$ cat src/rtl/sliced_wide_adder_pkg.sv
// Shared types and constants for the slice-serial wide adder.
// Holds the FSM encoding, default geometry and the slice-index width helper.
package sliced_wide_adder_pkg;

  localparam int unsigned DEF_WIDTH = 32;
  localparam int unsigned DEF_SLICE = 8;

  typedef enum logic [1:0] {
    ST_IDLE = 2'd0,
    ST_RUN  = 2'd1,
    ST_DONE = 2'd2
  } state_e;

  // Width of a counter that walks nslice slices; never narrower than one bit.
  function automatic int unsigned idx_width(input int unsigned nslice);
    if (nslice <= 1) begin
      return 1;
    end
    return $clog2(nslice);
  endfunction

endpackage

$ cat src/rtl/sliced_wide_adder_lookahead.sv
// One SLICE-bit add using a propagate/generate carry chain.
// Purely combinational; exposes every internal carry for the parent.
module slice_lookahead_sum #(
  parameter int unsigned SLICE = 8
) (
  input  logic [SLICE-1:0] a_i,
  input  logic [SLICE-1:0] b_i,
  input  logic             cin_i,
  output logic [SLICE-1:0] sum_o,
  output logic [SLICE-1:0] carry_o
);

  logic [SLICE-1:0] p;
  logic [SLICE-1:0] g;
  logic             c_prev;

  assign p = a_i ^ b_i;
  assign g = a_i & b_i;

  // c[k] = G[k] | P[k] & c[k-1], with the slice carry-in seeding the chain.
  always_comb begin
    sum_o   = '0;
    carry_o = '0;
    c_prev  = cin_i;
    for (int k = 0; k < int'(SLICE); k++) begin
      sum_o[k]   = p[k] ^ c_prev;
      carry_o[k] = g[k] | (p[k] & c_prev);
      c_prev     = carry_o[k];
    end
  end

endmodule

$ cat src/rtl/sliced_wide_adder.sv
// Multi-cycle WIDTH-bit adder that processes one SLICE-bit slice per clock,
// rippling the carry between slices through a register, behind valid/ready.
module sliced_wide_adder
  import sliced_wide_adder_pkg::*;
#(
  parameter int unsigned WIDTH = DEF_WIDTH,
  parameter int unsigned SLICE = DEF_SLICE
) (
  input  logic             clk,
  input  logic             rst,
  input  logic             in_valid,
  output logic             in_ready,
  input  logic [WIDTH-1:0] in_a,
  input  logic [WIDTH-1:0] in_b,
  input  logic             in_cin,
  output logic             out_valid,
  input  logic             out_ready,
  output logic [WIDTH-1:0] out_sum,
  output logic             out_cout,
  output logic             out_ovf
);

  localparam int unsigned NSLICE = WIDTH / SLICE;
  localparam int unsigned IDXW   = idx_width(NSLICE);
  localparam logic [IDXW-1:0] LAST_IDX = IDXW'(NSLICE - 1);

  state_e state_q, state_d;

  logic [IDXW-1:0]  idx_q, idx_d;
  logic             carry_q, carry_d;
  logic [WIDTH-1:0] a_q, a_d;
  logic [WIDTH-1:0] b_q, b_d;
  logic [WIDTH-1:0] sum_q, sum_d;
  logic [WIDTH-1:0] out_sum_q, out_sum_d;
  logic             out_cout_q, out_cout_d;
  logic             out_ovf_q, out_ovf_d;

  logic [SLICE-1:0] slice_a;
  logic [SLICE-1:0] slice_b;
  logic [SLICE-1:0] slice_sum;
  logic [SLICE-1:0] slice_c;
  logic             msb_cin;
  logic             last_slice;
  logic             unused_carries;

  assign last_slice = (idx_q == LAST_IDX);

  // Select the operand slice addressed by the running index.
  always_comb begin
    slice_a = '0;
    slice_b = '0;
    for (int s = 0; s < int'(NSLICE); s++) begin
      if (idx_q == IDXW'(s)) begin
        slice_a = a_q[s*SLICE +: SLICE];
        slice_b = b_q[s*SLICE +: SLICE];
      end
    end
  end

  slice_lookahead_sum #(
    .SLICE (SLICE)
  ) u_slice (
    .a_i     (slice_a),
    .b_i     (slice_b),
    .cin_i   (carry_q),
    .sum_o   (slice_sum),
    .carry_o (slice_c)
  );

  // Carry into the MSB: inside the slice, or the registered carry when SLICE=1.
  generate
    if (SLICE > 1) begin : g_multi_bit
      assign msb_cin = slice_c[SLICE-2];
    end else begin : g_single_bit
      assign msb_cin = carry_q;
    end
  endgenerate

  assign unused_carries = ^slice_c;

  // State register.
  always_ff @(posedge clk) begin
    if (rst) begin
      state_q <= ST_IDLE;
    end else begin
      state_q <= state_d;
    end
  end

  // Next-state logic.
  always_comb begin
    state_d = state_q;
    case (state_q)
      ST_IDLE: if (in_valid)   state_d = ST_RUN;
      ST_RUN:  if (last_slice) state_d = ST_DONE;
      ST_DONE: if (out_ready)  state_d = ST_IDLE;
      default:                 state_d = ST_IDLE;
    endcase
  end

  // Handshake outputs decoded from the state register only.
  always_comb begin
    in_ready  = 1'b0;
    out_valid = 1'b0;
    case (state_q)
      ST_IDLE: in_ready  = 1'b1;
      ST_DONE: out_valid = 1'b1;
      default: ;
    endcase
  end

  // Datapath next-state: operand capture, slice accumulation, result load.
  always_comb begin
    idx_d      = idx_q;
    carry_d    = carry_q;
    a_d        = a_q;
    b_d        = b_q;
    sum_d      = sum_q;
    out_sum_d  = out_sum_q;
    out_cout_d = out_cout_q;
    out_ovf_d  = out_ovf_q;
    case (state_q)
      ST_IDLE: begin
        if (in_valid) begin
          a_d     = in_a;
          b_d     = in_b;
          carry_d = in_cin;
          idx_d   = '0;
        end
      end
      ST_RUN: begin
        for (int s = 0; s < int'(NSLICE); s++) begin
          if (idx_q == IDXW'(s)) begin
            sum_d[s*SLICE +: SLICE] = slice_sum;
          end
        end
        carry_d = slice_c[SLICE-1];
        if (last_slice) begin
          out_sum_d  = sum_d;
          out_cout_d = slice_c[SLICE-1];
          out_ovf_d  = slice_c[SLICE-1] ^ msb_cin;
        end else begin
          idx_d = idx_q + IDXW'(1);
        end
      end
      default: ;
    endcase
  end

  always_ff @(posedge clk) begin
    if (rst) begin
      idx_q      <= '0;
      carry_q    <= 1'b0;
      a_q        <= '0;
      b_q        <= '0;
      sum_q      <= '0;
      out_sum_q  <= '0;
      out_cout_q <= 1'b0;
      out_ovf_q  <= 1'b0;
    end else begin
      idx_q      <= idx_d;
      carry_q    <= carry_d;
      a_q        <= a_d;
      b_q        <= b_d;
      sum_q      <= sum_d;
      out_sum_q  <= out_sum_d;
      out_cout_q <= out_cout_d;
      out_ovf_q  <= out_ovf_d;
    end
  end

  assign out_sum  = out_sum_q;
  assign out_cout = out_cout_q;
  assign out_ovf  = out_ovf_q;

endmodule
$ cat config.mk
export PLATFORM = sky130hd
export DESIGN_NAME = sliced_wide_adder
export DESIGN_NICKNAME = d
export VERILOG_FILES = /design/src/rtl/sliced_wide_adder_pkg.sv /design/src/rtl/sliced_wide_adder_lookahead.sv /design/src/rtl/sliced_wide_adder.sv
export SDC_FILE = /design/constraint.sdc
export NUM_CORES = 1
export LEC_CHECK = 0
export ABC_AREA = 1
export CELL_PAD_IN_SITES_DETAIL_PLACEMENT = 0
export CELL_PAD_IN_SITES_GLOBAL_PLACEMENT = 1
export CORE_AREA = 2 2 129 144
export DETAILED_ROUTE_END_ITERATION = 8
export DIE_AREA = 0 0 131 146
export PLACE_DENSITY_LB_ADDON = 0.08
export SLEW_MARGIN = 40
export SYNTH_ARGS = -nofsm -noshare
export SYNTH_HDL_FRONTEND = slang
export SYNTH_SLANG_ARGS = --single-unit
export TNS_END_PERCENT = 5
$ cat constraint.sdc
create_clock -name clk -period 4.3 [get_ports clk]
set_clock_uncertainty 0.2 [all_clocks]
set_input_delay 0.43 -clock clk [delete_from_list [all_inputs] [get_ports clk]]
set_output_delay 0.43 -clock clk [all_outputs]
set_load 0.01 [all_outputs]
After elaboration in Yosys (flattened, before gate mapping)
Cells that the tools add are included.

$add $sub $neg: 1. Equality and inequality tests: 9. Multiplexer cells: 23. Bitwise logic cells: 27. Reductions and logical operators: 8.

Operators with widths (count): $mux 8 (12); $mux 2 (5); $xor 1x1->1 (9); $and 1x1->1 (8); $and 8x8->8 (1); $ne 2x2->1 const B (4); $or 1x1->1 (8); $xor 8x8->8 (1); $eq 2x2->1 const B (3); $pmux 2 s3 (1); $reduce_and 2->1 (3); $reduce_and 3->1 (2); $eq 2x1->1 const B (2); $logic_not 2->1 (2); $pmux 2 s2 (1); $mux 1 (3); $add 2x1->2 const B (1); $pmux 1 s2 (1); $reduce_bool 2->1 (1).

Flip-flop bits (word level): 135. Bits of input ports: 69. Output and inout port bits: 36. Logic and storage cells: 77.

Logic depth before layout (Yosys ltp)
Gate-level depths: netlist of the first run.

Word-level depth: 23. Depth in mapped cells: 25. Mapped depth without buffers: 24.

Modules after synthesis
A second synthesis of the first run with hierarchy kept.

Cells, all modules: 829. Area, all modules: 5743.0 um2.

Modules (own cells, without submodules): sliced_wide_adder (instances 1, cells each 811, area each 5541.6 um2, sequential area each 2542.4 um2); slice_lookahead_sum (instances 1, cells each 18, area each 201.4 um2, sequential area each 0.0 um2).

Worst setup path before layout of the first run
OpenSTA, ideal clock, no wires.

Path kind: reg2reg. Start point: register idx_q[0]. End point: register out_sum_q[23], in the netlist out_sum[23]. Setup time: 0.110 ns. Data arrival time: 4.257 ns. Required time: 3.990 ns. Slack: -0.267 ns. Cell stages (with the launch flop): 24. Buffers on the path: 2. Clock period less this slack: 4.567 ns. Cells stage by stage: dfxtp_1 inv_1 ha_1 clkbuf_1 inv_1 buf_2 nand3_1 a21oi_1 fa_1 fa_1 fa_1 inv_1 fa_1 fa_1 fa_1 fa_1 inv_1 fa_1 inv_1 nand2_1 o21ai_0 nand2_1 nand2_1 nor2_1.

Cells in the longest elaborated chain, start to end: 22. Elaborated cells on any way between the ends: 31. Classes of those cells: 3 x eq/ne; 9 x mux; 17 x bitwise; 2 x reduce/logical.

Ends and longest elaborated chain: from (decl) (RTL line sliced_wide_adder.sv:29) `logic [IDXW-1:0] idx_q, idx_d;`; from (signal assigned) (RTL line sliced_wide_adder.sv:161) `idx_q <= idx_d;`; $logic_not 2->1 (RTL line sliced_wide_adder.sv:53) `if (idx_q == IDXW'(s)) begin`; $mux 8 (4 in a row) (RTL line sliced_wide_adder.sv:53); $xor 8x8->8 (RTL line sliced_wide_adder_lookahead.sv:17) `assign p = a_i ^ b_i;`; $and 1x1->1 (RTL line sliced_wide_adder_lookahead.sv:27) `carry_o[k] = g[k] | (p[k] & c_prev);`; $or 1x1->1 (RTL line sliced_wide_adder_lookahead.sv:27); $and 1x1->1 (RTL line sliced_wide_adder_lookahead.sv:27); $or 1x1->1 (RTL line sliced_wide_adder_lookahead.sv:27); $and 1x1->1 (RTL line sliced_wide_adder_lookahead.sv:27); [... 3 more ...]; $and 1x1->1 (RTL line sliced_wide_adder_lookahead.sv:27); $or 1x1->1 (RTL line sliced_wide_adder_lookahead.sv:27); $and 1x1->1 (RTL line sliced_wide_adder_lookahead.sv:27); $or 1x1->1 (RTL line sliced_wide_adder_lookahead.sv:27); $and 1x1->1 (RTL line sliced_wide_adder_lookahead.sv:27); $or 1x1->1 (RTL line sliced_wide_adder_lookahead.sv:27); $xor 1x1->1 (RTL line sliced_wide_adder_lookahead.sv:26) `sum_o[k] = p[k] ^ c_prev;`; $mux 8 (RTL line sliced_wide_adder.sv:133) `if (idx_q == IDXW'(s)) begin`; to (signal assigned) (RTL line sliced_wide_adder.sv:166) `out_sum_q <= out_sum_d;`; to (decl) (RTL line sliced_wide_adder.sv:34) `logic [WIDTH-1:0] out_sum_q, out_sum_d;`.

Several ways; a longest one is shown, not always the timed one. A chain may end at the register's enable or synchronous reset.

Worst setup path after layout of the first run
Same ends and word-level chain as after synthesis.

==> results.ini, run 1 <==
[run_status]
status=finished with violations
violations=setup timing

[placement]
place_ws_ns=-0.3080
port_buffers=104
dp_hpwl_um=11640
gp_congestion=0.8208

[clocking]
cts_tree=done
clock_path_buffers=2
cts.sinks=127
clk_pin_slew_worst_paths_ns=0.06
ctsHtreeMaxLevel=4
clk_latency_ns=0.42
cts_buffers=17
root_buffer=clkbuf_16
cts-hold-fix-buffers=0

[drt]
drt-total-wl_um=15980
ant_nets=0
via_per_inst=4.421
via_count=5270
drt-initial-drc-count=226
route.detailed.wl_per_inst_um=13.41
drc=0
dr.pass1.iters=4

[flow_run]
cap_violations=0

[pwr]
power.density_mw_per_mm2=431.8
total_power_mw=3.324
ir_drop_uv=259.6
power.leakage_nw=3.256

[logic_synthesis]
yosysSeqAreaShare_pct=44.18
syn_inst=846
syn-cell-area_mm2=0.005754
synth_common_cells=nor2_1 (193), nand2_1 (173), dfxtp_1 (127), o21ai_0 (115), inv_1 (87)
synth.top_cell.area_share_pct=44.18
ys_warn_count=0
netlist_top_cells_area=dfxtp_1 (44%), nor2_1 (13%), nand2_1 (11%)
synth_area_per_cell_um2=6.802
async_flop_share_pct=0
synth_most_common_cell=nor2_1
yosysUniqueCellTypes=22
synth-seq-cells=127
synth-edff-count=0
synth_fp_nets=927
yosys_most_used_dff=dfxtp_1
yosys.area.top_type=dfxtp_1

[critical_path]
critPathArrivalTime_ns=4.41
cp-endpoint=out_sum[23]$_SDFFE_PP0P_
endpoint_kind=register
reg2reg_slack_ns=-0.004
rr_worst_depth=22
critPathBufInv=5
critPathTopFamily=adder cells
max_stage_delay_ns=0.44
path_max_fanout=9
crit_start=idx_q[0]$_SDFFE_PP0P_
path_cells=inv_4 -> ha_4 -> buf_4 -> nand2_1 -> nand2_1 -> nand3_1 -> a21oi_2 -> fa_2 -> fa_2 -> inv_1 -> fa_2 -> fa_2 -> fa_2 -> fa_2 -> inv_1 -> fa_1 -> inv_2 -> nand2_1 -> o21ai_0 -> nand2_1 -> nand2_1 -> nor2_1
crit_required_ns=4.41
start_kind=register
r2r_start=idx_q[0]$_SDFFE_PP0P_
rr_endpoint=out_sum[23]$_SDFFE_PP0P_
worstSetupPathType=register to register
cpMostUsedCell=fa_2
cpMaxStageDelayCell=fa_1
cp.depth=22

[global_route]
grt_antenna_before_repair=0
grt_pass1_vias=5155
grt_pass1_wl_um=25840
grt_max_degree=68
grt_overflow=0
grtUsageTotal_pct=17.57

[sta]
tightest_slew_ns=0.7968
setup_violations=2
max_freq_mhz=232.3
period_share_pct=100.1
final.setup.worst_slack_ns=-0.003916
maxSlewViolCount=0
period_needed_ns=4.304
slew_headroom_pct=46.80
hold_viol=0
rsz0062_at_grt=true

[die]
die_h_um=146
die_area_mm2=0.01913
core-area_mm2=0.01755
die_w_um=131
rows=51
start_util_pct=32.79
ios=105

[final_layout]
final_util_pct=43.86
diodes=0
nets=1023
syn_to_final_growth_pct=33.75
drive_gt1_share_pct=9.748

[worst_hold_path]
min-delay-start=b_q[30]$_SDFFE_PP0P_
min_path_type=register to register

[cell usage in the layout (no fill, tap or decap), drive strengths merged]
| cell type | instances |
|---|---|
| dfxtp | 127 |
| nand2 | 174 |
| clkbuf | 20 |
| clkinvlp | 2 |
| buf | 28 |
| clkinv | 7 |
| fa | 8 |
| ha | 4 |
| nor2 | 195 |
| nand3 | 9 |
| a21oi | 50 |
| a21boi | 3 |
| o21ai | 123 |
| bufinv | 2 |
| or2 | 5 |
| inv | 89 |
| clkdlybuf4s50 | 104 |
| xnor2 | 1 |
| o211ai | 3 |
[cells by family after synthesis]
logic type,count (synthesis),share of synthesized area [%]
AND/OR/NAND/NOR,383,25.70
AO/OA/AOI/OAI,179,15.83
buffers and inverters,144,10.48
flip-flops,127,44.18
adder cells (fa/ha/maj),12,3.653
XOR/XNOR,1,0.1522
[worst reg2reg max path: cells and delay by family (launching register included)]
kind,cells,cell delay (ns)
AO/OA/AOI/OAI,2,0.28
adder cells (fa/ha/maj),8,2.41
buffers and inverters,5,0.47
flip-flops,1,0.37
AND/OR/NAND/NOR,7,0.45
[routing by layer]
| metal | wire (um) | vias to the layer above | track usage, % |
|---|---|---|---|
| met3 | 502 | 22 | 3.309 |
| li1 | - | 2817 | - |
| met1 | 7019 | 2330 | 20.81 |
| met5 | 0 | - | 0 |
| met4 | 356 | 0 | 6.596 |
| met2 | 8105 | 101 | 30.98 |
[area by class of cell]
class,instances,area [um^2]
clock buffers,20,446.7
inverters,89,344.1
repair buffers,132,1251
well taps,238,297.8
clock inverters,11,117.6
fillers,1806,9852
flip-flops and latches,127,2547
multi-input cells,575,2691
[worst min path at each step]
| stage | endpoint | depth (start not counted) | slack (ns) |
|---|---|---|---|
| 2_1_floorplan | b_q[28]$_SDFFE_PP0P_ | 2 | 0.25 |
| 3_3_place_gp | a_q[28]$_SDFFE_PP0P_ | 2 | 0.27 |
| 3_5_place_dp | b_q[30]$_SDFFE_PP0P_ | 2 | 0.27 |
| 4_1_cts | b_q[30]$_SDFFE_PP0P_ | 2 | 0.28 |
| 5_1_grt | b_q[30]$_SDFFE_PP0P_ | 2 | 0.31 |
| 6_report | b_q[30]$_SDFFE_PP0P_ | 2 | 0.28 |
[where the power goes]
group / total [mW] / internal (mW) / switching, mW
Sequential: 1.31 / 1.26 / 0.0476
Clock: 1.39 / 0.860 / 0.533
Combinational: 0.624 / 0.255 / 0.369
Total: 3.32 / 2.37 / 0.950
[timing repair]
action                                  in CTS  in global routing
endpoints found under the hold margin        0                  0
gates resized for setup                     15                 10
buffers inserted                             1                  0
pin swaps                                    1                  3
endpoints found under the setup margin       9                  9
[sequential cells by signal (all words and copies together), names as in the netlist]
signal and cells:
sum_q 24, out_cout 1, a_q 32, state_q 2
b_q 32, out_sum 32, out_ovf 1, idx_q 2
carry_q 1
[stage by stage]
step	instance area, um^2	std cells	hold WS (ns)	setup TNS, ns
after floorplan	5792	846	0.2472	0
after global routing	7696	1192	0.3063	-0.8186
after detailed placement	7052	1160	0.2711	-1.731
after CTS	7675	1192	0.2843	-0.09660
after global placement	7049	1160	0.2671	-0.8235
final	7696	1192	0.2832	-0.004743
Power figures use the tool's default switching activity.
==> run 2: changes to the inputs <==
--- a/config.mk
+++ b/config.mk
@@ -11,6 +11,7 @@
 export CORE_AREA = 2 2 129 144
 export DETAILED_ROUTE_END_ITERATION = 8
 export DIE_AREA = 0 0 131 146
+export MAX_ROUTING_LAYER = met4
 export PLACE_DENSITY_LB_ADDON = 0.08
 export SLEW_MARGIN = 40
 export SYNTH_ARGS = -nofsm -noshare
==> results.ini, run 2 (synthesis gave the netlist of run 1 again) <==
[die]
core-area_mm2=0.01755
die_h_um=146
die_w_um=131
ios=105
rows=51
start_util_pct=32.79
die_area_mm2=0.01913

[sta]
hold_viol=0
period_share_pct=98.21
final.setup.worst_slack_ns=0.07691
max_freq_mhz=236.8
period_needed_ns=4.223
slew_headroom_pct=57.21
rsz0062_at_grt=true
tightest_slew_ns=0.6418
maxSlewViolCount=0
setup_violations=0

[drt]
via_per_inst=4.496
via_count=5386
dr.pass1.iters=4
route.detailed.wl_per_inst_um=13.67
drt-initial-drc-count=194
drc=0
drt-total-wl_um=16380
ant_nets=0

[clocking]
cts-hold-fix-buffers=0
cts_buffers=17
clk_latency_ns=0.42
cts_tree=done
cts.sinks=127
root_buffer=clkbuf_16
ctsHtreeMaxLevel=4
clk_pin_slew_worst_paths_ns=0.06
clock_path_buffers=2

[critical_path]
start_kind=register
endpoint_kind=register
critPathArrivalTime_ns=4.33
crit_start=idx_q[1]$_SDFFE_PP0P_
r2r_start=idx_q[1]$_SDFFE_PP0P_
path_max_fanout=7
worstSetupPathType=register to register
crit_required_ns=4.41

[placement]
gp_congestion=0.8263
dp_hpwl_um=12080
place_ws_ns=-0.2719
port_buffers=104
place_area_mm2=0.007089

[global_route]
grtUsageTotal_pct=18.61
grt_pass1_wl_um=26410
grt_pass1_vias=5195
gr-usage-met3_pct=3.860
grt_overflow=0
met1_usage_pct=21.16
grt-busiest-layer=met2
grt_antenna_before_repair=0
grt_max_degree=65
grtUsageMet2_pct=32.28

[final_layout]
final_cell_area_mm2=0.007824
drive_gt1_share_pct=10.63
layout_commonest_cell=nor2_1
layout_common_cells=nor2_1 (192), nand2_1 (172), dfxtp_1 (125)
nets=1028
diodes=0
syn_to_final_growth_pct=35.96

[pwr]
power.leakage_nw=3.308
ir_drop_uv=260.2
power.density_mw_per_mm2=446.0

[run_status]
status=completed

[flow_run]
cap_violations=0

[worst_hold_path]
min-delay-start=a_q[5]$_SDFFE_PP0P_
min_path_type=register to register

==> run 2: cell types whose count changed in the layout (fill, tap and decap cells not counted), moves of 2 or more <==
cell / before / now
o21ai_2: 1 / 3
clkbuf_1: 2 / 0
clkinvlp_4: 2 / 4
clkinv_2: 5 / 3
o21ai_0: 114 / 112
buf_4: 28 / 33
bufinv_16: 2 / 4
==> run 2: stage by stage <==
stage	hold WS [ns]	cells	total power [mW]	utilization (%)	TNS [ns]
2_1_floorplan	0.2472	846	1.683	-	0
3_3_place_gp	0.2684	1165	1.945	40.39	-1.059
3_5_place_dp	0.2716	1165	1.953	40.40	-1.464
4_1_cts	0.2850	1198	3.535	44.47	0
5_1_grt	0.2906	1198	3.682	44.58	-0.5339
6_report	0.2839	1198	3.490	44.58	0
==> run 2: worst max-delay path, cell delays in order (launching register included) <==
cell	delay [ns]
dfxtp_4	0.37
inv_4	0.08
ha_4	0.19
inv_2	0.08
nand2_1	0.07
nand3_1	0.09
a21oi_2	0.15
fa_2	0.21
fa_2	0.19
fa_1	0.18
inv_2	0.04
fa_2	0.34
fa_2	0.35
fa_2	0.36
fa_2	0.35
inv_2	0.07
fa_1	0.41
inv_2	0.09
nand2_1	0.06
o21ai_2	0.06
nand2_1	0.06
nand2_1	0.07
nor2_1	0.05
==> run 2: path summary, 6_finish.rpt <==
check / to / slack (ns) / depth (start not counted)
max: out_sum[7]$_SDFFE_PP0P_ / 0.08 / 22
min: a_q[5]$_SDFFE_PP0P_ / 0.28 / 2
max reg2reg: out_sum[7]$_SDFFE_PP0P_ / 0.08 / 22
min reg2reg: a_q[5]$_SDFFE_PP0P_ / 0.28 / 2
==> run 2: layer usage <==
metal | wire length, um | vias to the layer above
li1 | - | 2825
met1 | 7007 | 2441
met2 | 8539 | 97
met3 | 522 | 23
met4 | 307 | 0
met5 | 0 | -
==> run 2: area by class of cell <==
| cell class | instances | area [um^2] |
|---|---|---|
| fillers | 1861 | 9724 |
| flip-flops and latches | 127 | 2550 |
| repair buffers | 137 | 1289 |
| inverters | 89 | 345.3 |
| clock buffers | 19 | 452.9 |
| clock inverters | 13 | 186.4 |
| well taps | 238 | 297.8 |
| multi-input cells | 575 | 2703 |
==> run 2: timing repair <==
item	in CTS	in global routing
pin swaps	0	1
setup endpoints to repair	7	8
setup buffers	1	0
gates resized for setup	19	11
endpoints found under the hold margin	0	0
==> run 2: power by group <==
| group | switching (mW) | internal (mW) |
|---|---|---|
| Clock | 0.554 | 1.00 |
| Combinational | 0.369 | 0.258 |
| Sequential | 0.0502 | 1.26 |
| Total | 0.972 | 2.52 |
==> run 3: changes to the inputs <==
--- a/config.mk
+++ b/config.mk
@@ -11,9 +11,7 @@
 export CORE_AREA = 2 2 129 144
 export DETAILED_ROUTE_END_ITERATION = 8
 export DIE_AREA = 0 0 131 146
-export MAX_ROUTING_LAYER = met4
 export PLACE_DENSITY_LB_ADDON = 0.08
-export SLEW_MARGIN = 40
 export SYNTH_ARGS = -nofsm -noshare
 export SYNTH_HDL_FRONTEND = slang
 export SYNTH_SLANG_ARGS = --single-unit
==> results.ini, run 3 (synthesis gave the netlist of run 1 again) <==
[worst_hold_path]
whs_path_depth=2
min-delay-start=b_q[29]$_SDFFE_PP0P_
whs_endpoint=b_q[29]$_SDFFE_PP0P_
min_path_type=register to register

[run_status]
status=completed

[critical_path]
start_kind=register
endpoint_kind=register
path_max_fanout=5
critPathArrivalTime_ns=4.38
rr_worst_depth=22
rr_endpoint=out_sum[15]$_SDFFE_PP0P_
crit_start=idx_q[1]$_SDFFE_PP0P_
crit_required_ns=4.40
worstSetupPathType=register to register
r2r_start=idx_q[1]$_SDFFE_PP0P_
reg2reg_slack_ns=0.02

[final_layout]
regArea_mm2=0.002547
final_util_pct=44.29
nFillCells=1847
layout_commonest_cell=nor2_1
nets=1024
drive_gt1_share_pct=10.67
diodes=0
multi_input_area_mm2=0.002718
layout_common_cells=nor2_1 (192), nand2_1 (172), dfxtp_1 (125)
syn_to_final_growth_pct=35.07

[drt]
dr.pass1.iters=5
drt-total-wl_um=15890
wl_met1_um=6898
highest_layer=met4
route.detailed.wl_per_inst_um=13.31
via_per_inst=4.398
drc=0
drt-initial-drc-count=218
via_count=5251
wl_met3_um=471
wl_met2_um=8189
ant_nets=0

[clocking]
clock_path_buffers=2
clk_latency_ns=0.41
ctsHtreeMaxLevel=4
cts.sinks=127
cts_buffers=17
cts_tree=done
clk_pin_slew_worst_paths_ns=0.05
root_buffer=clkbuf_16

[pwr]
power.density_mw_per_mm2=437.6
ir_drop_uv=271.9
power.leakage_nw=3.279

[global_route]
grt_max_degree=68
grt_overflow=0
grtUsageTotal_pct=17.43
grt_pass1_vias=5175
grt_antenna_before_repair=0
grt_pass1_wl_um=25650

[sta]
rsz0062_at_grt=true
hold_viol=0
final.setup.worst_slack_ns=0.01665
period_needed_ns=4.283
tightest_slew_ns=1.049
max_freq_mhz=233.5
maxSlewViolCount=0
setup_violations=0
slew_headroom_pct=30.05
setup-tns-final_ns=0
period_share_pct=99.61

[die]
rows=51
core-area_mm2=0.01755
die_area_mm2=0.01913
start_util_pct=32.79
die_w_um=131
ios=105
die_h_um=146

[placement]
port_buffers=104
gp_congestion=0.8208
place_ws_ns=-0.2989
dp_hpwl_um=11600

[flow_run]
cap_violations=0

==> run 3: worst max path at each step <==
| stage | slack [ns] | end | cells after the start |
|---|---|---|---|
| floorplan | 0.02 | out_sum[23]$_SDFFE_PP0P_ | 23 |
| global placement | -0.18 | out_sum[23]$_SDFFE_PP0P_ | 22 |
| detailed placement | -0.30 | out_sum[23]$_SDFFE_PP0P_ | 22 |
| CTS | -0.05 | out_sum[15]$_SDFFE_PP0P_ | 23 |
| global route | -0.19 | out_sum[7]$_SDFFE_PP0P_ | 22 |
| finish | 0.02 | out_sum[15]$_SDFFE_PP0P_ | 22 |
==> run 3: power by group <==
group | switching, mW | internal [mW]
clock network | 0.523 | 0.940
logic | 0.372 | 0.261
registers | 0.0477 | 1.26
==> run 3: what timing repair did <==
| item | in CTS | in global routing |
|---|---|---|
| endpoints found under the setup margin | 8 | 11 |
| pin swaps | 2 | 2 |
| buffers inserted | 2 | 0 |
| hold buffers | 0 | 0 |
| resized for setup | 18 | 20 |
==> run 3: per-stage QoR <==
| stage | instance area [um^2] | hold WS (ns) | total power [mW] | cells |
|---|---|---|---|---|
| 2_1_floorplan | 5792 | 0.2472 | 1.683 | 846 |
| 3_3_place_gp | 7049 | 0.2671 | 1.936 | 1160 |
| 3_5_place_dp | 7049 | 0.2711 | 1.945 | 1160 |
| 4_1_cts | 7725 | 0.2844 | 3.441 | 1194 |
| 5_1_grt | 7772 | 0.3066 | 3.595 | 1194 |
| 6_report | 7772 | 0.2813 | 3.402 | 1194 |
==> run 3: critical path, cell delays in order, from the launching register on <==
cell     delay [ns]
dfxtp_2        0.35
inv_4          0.06
ha_4           0.18
buf_4          0.14
buf_4          0.14
nand2_1        0.07
nand3_2        0.09
a21oi_2        0.16
fa_2           0.22
fa_2           0.19
inv_2          0.04
fa_2           0.34
fa_2           0.35
fa_2           0.36
fa_2           0.36
inv_2          0.06
fa_1           0.44
inv_2          0.09
nand2_1        0.05
o21ai_1        0.10
nand2_1        0.07
nand2_1        0.06
nor2_1         0.06
==> run 3: area by class of cell <==
type,count,share of cell area (%)
repair buffers,133,16.24
inverters,89,4.459
multi-input cells,575,34.96
well taps,238,3.831
clock inverters,10,1.755
clock buffers,22,5.972
flip-flops and latches,127,32.78
==> run 3: layer usage <==
metal	global-route usage [%]	vias up
met5	0	-
met4	6.223	0
met3	3.787	16
met2	31.01	92
met1	20.22	2328
li1	-	2815
